`src/rtl/freq_meter_ctrl.sv`:
```
// Measurement sequencer for the 4-digit BCD frequency counter: gate, clear and store strobes,
// plus auto-ranging of the gate time from the counter's overflow / leading-zero indications.
module freq_meter_ctrl #(
    parameter int unsigned TICK_DIV   = 1000,
    parameter int unsigned SETTLE_CYC = 4,
    parameter int unsigned HOLD_UNITS = 500
) (
    input  logic       CP,
    input  logic       nRST,
    input  logic       Auto,
    input  logic [1:0] Manual_Range,
    input  logic       Overflow,
    input  logic       Msd_Zero,
    output logic       En,
    output logic       Clear,
    output logic       Store,
    output logic [1:0] Status_Value,
    output logic       Valid,
    output logic       Over_Range,
    output logic       Busy
);

    localparam int unsigned PW = (TICK_DIV > 1) ? $clog2(TICK_DIV) : 1;
    localparam int unsigned SW = (SETTLE_CYC > 1) ? $clog2(SETTLE_CYC) : 1;

    localparam logic [PW-1:0] PRESC_LAST  = PW'(TICK_DIV - 1);
    localparam logic [SW-1:0] SETTLE_LAST = SW'(SETTLE_CYC - 1);
    localparam logic [9:0]    HOLD_LAST   = 10'(HOLD_UNITS - 1);

    typedef enum logic [2:0] {
        StInit,
        StClear,
        StGate,
        StSettle,
        StStore,
        StHold
    } state_e;

    state_e        state_q, state_d;
    logic [PW-1:0] presc_q, presc_d;
    logic [9:0]    unit_q, unit_d;
    logic [SW-1:0] settle_q, settle_d;
    logic [1:0]    range_q, range_d;
    logic [1:0]    pend_q, pend_d;
    logic          over_d;
    logic          tick_last;
    logic [9:0]    gate_last;

    // Gate length in units for each range code (range 0 is the longest gate).
    function automatic logic [9:0] gate_units(input logic [1:0] r);
        logic [9:0] u;
        u = 10'd1;
        case (r)
            2'd0: u = 10'd1000;
            2'd1: u = 10'd100;
            2'd2: u = 10'd10;
            2'd3: u = 10'd1;
        endcase
        return u;
    endfunction

    assign tick_last = (presc_q == PRESC_LAST);
    assign gate_last = gate_units(range_q) - 10'd1;

    always_comb begin
        state_d  = state_q;
        presc_d  = presc_q;
        unit_d   = unit_q;
        settle_d = settle_q;
        range_d  = range_q;
        pend_d   = pend_q;
        over_d   = Over_Range;

        case (state_q)
            StInit: begin
                presc_d  = '0;
                unit_d   = '0;
                settle_d = '0;
                range_d  = 2'd0;
                pend_d   = 2'd0;
                over_d   = 1'b0;
                state_d  = StClear;
            end

            StClear: begin
                // Manual mode overwrites the pending auto range, discarding it.
                range_d = Auto ? pend_q : Manual_Range;
                pend_d  = range_d;
                presc_d = '0;
                unit_d  = '0;
                state_d = StGate;
            end

            StGate: begin
                if (tick_last) begin
                    presc_d = '0;
                    if (unit_q == gate_last) begin
                        unit_d   = '0;
                        settle_d = '0;
                        state_d  = StSettle;
                    end else begin
                        unit_d = unit_q + 10'd1;
                    end
                end else begin
                    presc_d = presc_q + PW'(1);
                end
            end

            StSettle: begin
                if (settle_q == SETTLE_LAST) begin
                    state_d = StStore;
                    if (Auto && Overflow && (range_q != 2'd3)) begin
                        // Overflowed at a longer gate than needed: discard and retry shorter.
                        pend_d  = range_q + 2'd1;
                        state_d = StClear;
                    end else if (Overflow && (range_q == 2'd3)) begin
                        over_d = 1'b1;
                    end else if (Auto && !Overflow && Msd_Zero && (range_q != 2'd0)) begin
                        pend_d = range_q - 2'd1;
                    end
                end else begin
                    settle_d = settle_q + SW'(1);
                end
            end

            StStore: begin
                if (!Overflow) begin
                    over_d = 1'b0;
                end
                presc_d = '0;
                unit_d  = '0;
                state_d = StHold;
            end

            StHold: begin
                if (tick_last) begin
                    presc_d = '0;
                    if (unit_q == HOLD_LAST) begin
                        unit_d  = '0;
                        state_d = StClear;
                    end else begin
                        unit_d = unit_q + 10'd1;
                    end
                end else begin
                    presc_d = presc_q + PW'(1);
                end
            end

            default: begin
                state_d = StInit;
            end
        endcase
    end

    always_ff @(posedge CP) begin
        if (!nRST) begin
            state_q  <= StInit;
            presc_q  <= '0;
            unit_q   <= '0;
            settle_q <= '0;
            range_q  <= 2'd0;
            pend_q   <= 2'd0;
        end else begin
            state_q  <= state_d;
            presc_q  <= presc_d;
            unit_q   <= unit_d;
            settle_q <= settle_d;
            range_q  <= range_d;
            pend_q   <= pend_d;
        end
    end

    // Outputs are registered decodes of the state register, one cycle behind it.
    always_ff @(posedge CP) begin
        if (!nRST) begin
            En           <= 1'b0;
            Clear        <= 1'b0;
            Store        <= 1'b0;
            Valid        <= 1'b0;
            Busy         <= 1'b0;
            Status_Value <= 2'd0;
            Over_Range   <= 1'b0;
        end else begin
            En           <= (state_q == StGate);
            Clear        <= (state_q == StClear);
            Store        <= (state_q == StStore);
            Valid        <= (state_q == StStore);
            Busy         <= (state_q != StHold) && (state_q != StInit);
            Status_Value <= range_q;
            Over_Range   <= over_d;
        end
    end

endmodule

```
`config.mk`:
```
export PLATFORM = sky130hd
export DESIGN_NAME = freq_meter_ctrl
export DESIGN_NICKNAME = d
export VERILOG_FILES = /design/src/rtl/freq_meter_ctrl.sv
export SDC_FILE = /design/constraint.sdc
export NUM_CORES = 1
export LEC_CHECK = 0
export CORE_UTILIZATION = 57
export DETAILED_ROUTE_END_ITERATION = 10
export PLACE_DENSITY = 0.78
export SLEW_MARGIN = 20
export SYNTH_ARGS = -nofsm -noshare
export SYNTH_HDL_FRONTEND = slang
export SYNTH_SLANG_ARGS = --single-unit
```
`constraint.sdc`:
```
create_clock -name CP -period 2.8 [get_ports CP]
set_clock_uncertainty 0.2 [all_clocks]
set_input_delay 0.42 -clock CP [delete_from_list [all_inputs] [get_ports CP]]
set_output_delay 0.42 -clock CP [all_outputs]
set_load 0.02 [all_outputs]
```
==> flow_summary.toml <==
[layout]
area_growth_pct = 11.0
finalNonFillerCells = 285
antenna_cells = 0
nets = 257
fin_util = 0.690
layout-drive-gt1-share = 0.0871
fillers = 286

[floorplanning]
coreArea_mm2 = 0.00315
rows = 20
dieHeight_um = 60.6
die-area_mm2 = 0.00368
io_pins = 15
initial_utilization = 0.621
die_x_um = 60.6

[setup_path]
path_class = "flop to flop"
worstSetupEndpointType = "flop"
path_max_fanout = 9
arrival_ns = 2.42
cp.required_ns = 2.83
startpoint = "range_q[0]"
critPathLaunchType = "flop"
cp_num_buf_inv = 1
max_stage_delay_ns = 0.42
cp_slowest_cell = "dfxtp_1"
regToRegStartpoint = "range_q[0]"
critPathTopFamily = "compound AO/OA/AOI/OAI gates"
worstPathCellList = "inv_1, ha_1, nor3_2, a31oi_1, a2111oi_4, a41oi_2, o21ai_2, nor2_1"

[power_and_ir_drop]
power_density_mw_per_mm2 = 548
ir_drop_mv = 0.299
combPwrFrac = 0.240
clkPwrFrac = 0.262
switchingPower_mw = 0.377
p_leak_nw = 0.772
power_switching_share = 0.316
p_seq_frac = 0.498
p_int_mw = 0.817

[synth]
synthFlopType = "dfxtp_1"
synth-seq-cells = 36
netlist.area_leader.share = 0.368
yosys_warnings = 0
synth_area_leaders = "dfxtp_1 (37%), nor2_1 (7.1%), xor2_1 (5.8%)"
syn_nets = 244
synth_cell_types = 52
synth_common_cells = "nor2_1 (37), dfxtp_1 (36), nand2_1 (15)"
synth_most_common_cell = "nor2_1"
synth_cells = 228
ys_async_sr_fraction = 0
yosys.area.top_type = "dfxtp_1"
yosysSeqAreaShare = 0.368
syn_avg_cell_area_um2 = 8.59
synth_area_mm2 = 0.00196
synth_edf_count = 0

[global_route]
antenna_found_initial = 0
grt_overflow = 0
grt.total_usage = 0.251
first_global_vias = 1568
grt_pass1_wl_um = 6770
grt_max_degree = 17

[sta]
fin_crit_ns = 2.38
fin_hold_ws_ns = 0.279
max_clock_freq_mhz = 419
setup_viol = 0
slew_headroom = 0.680
hold_violations = 0
slew_viol_final = 0
setup-tns-final_ns = 0
post-route-period-util = 0.852
rsz0062_at_grt = "no"
tightestPinTransition_ns = 0.479

[clock_tree]
htreeDepth = 2
post_cts_buffers = 0
cts_resized = 0
hold_buffers = 0
insertion_delay_ns = 0.35
clockBufferDepth = 2
cts_buffers = 5
cts_sinks = 36
cts_tree = "built"
cts.clk_slew.worst_paths_ns = 0.11
root_buffer = "clkbuf_4"

[route]
drtIter0Drc = 71
routedWlPerCell_um = 14.2
dr.pass1.iters = 4
wl_um = 4040
final_antenna_net_count = 0
drc = 0
vias_per_cell = 5.94
dr_total_vias = 1693

[placed_design]
port_buffers = 14
dpl.cell_count = 278
gp_congestion = 0.853
hpwl_um = 2950

[min_path]
worstHoldStart = "settle_q[1]"
hp-class = "flop to flop"

[outcome]
status = "finished, final reports clean"

[run]
maxCapViolCount = 0
-- layer usage --
| metal | GRT usage | share of wire |
|---|---|---|
| met3 | 0.0618 | 0.045 |
| met2 | 0.430 | 0.48 |
| met5 | 0 | 0 |
| met4 | 0.127 | 0.028 |
| met1 | 0.290 | 0.44 |
-- stage by stage --
step	instance area (µm²)	worst slack, ns	total power [mW]
finish	2180	0.415	1.19
global route	2180	0.213	1.25
CTS	2180	0.409	1.20
detailed placement	2110	0.417	0.890
global placement	2110	0.608	0.878
floorplan	1960	0.749	0.815
-- kinds of logic after synthesis --
kind of cell | synth area share
buf+inv | 0.0396
xor+xnor | 0.0894
flops | 0.368
simple gates | 0.277
mux | 0.0217
fa+ha+maj | 0.0575
compound gates | 0.148
-- power by group through the flow --
stage / Combinational (mW) / Sequential [mW] / Clock, mW
floorplan: 0.217 / 0.598 / 0
CTS: 0.286 / 0.593 / 0.317
finish: 0.287 / 0.594 / 0.312
detailed placement: 0.285 / 0.605 / 0
global placement: 0.276 / 0.602 / 0
global route: 0.318 / 0.600 / 0.335
-- tightest hold or removal path, stage by stage (launching register included) --
cell	delay, ns
dfxtp_1	0.33
nand2_1	0.05
o21ai_0	0.07
-- state kept, by name, summed over array words and instances, names as in the netlist --
signal	flops
Busy	1
Over_Range	1
Clear	1
range_q	2
presc_q	10
Status_Value	2
pend_q	2
unit_q	10
settle_q	2
En	1
Valid	1
state_q	3
-- path summary, 6_finish.rpt --
kind / end / slack [ns] / cells past startpoint
setup / recovery: unit_q[0] / 0.42 / 8
hold / removal: settle_q[1] / 0.28 / 2
setup reg to reg: unit_q[0] / 0.42 / 8
hold reg to reg: settle_q[1] / 0.28 / 2
-- placed cells by master (no fill, tap or decap), drive strengths merged, types with 3 or more instances in the layout --
cell type and instances:
nor2 37, dfxtp 36, nand2 16, clkdlybuf4s50 14, a21oi 13, xor2 13, nand4 10, ha 9
o21ai 9, nand3 8, inv 7, and2 7, xnor2 7, clkbuf 7, and3 6, nor2b 4
nor3 4, a31oi 3
-- final cells by class --
class	instances	area (µm²)	area share
tap	44	55.1	0.0253
inverter	7	26.3	0.0121
multi-input combinational	176	1160	0.534
sequential	36	721	0.331
timing repair buffer	15	148	0.0679
clock buffer	7	65.1	0.0299
No activity file was read; power rests on OpenSTA's default activity.
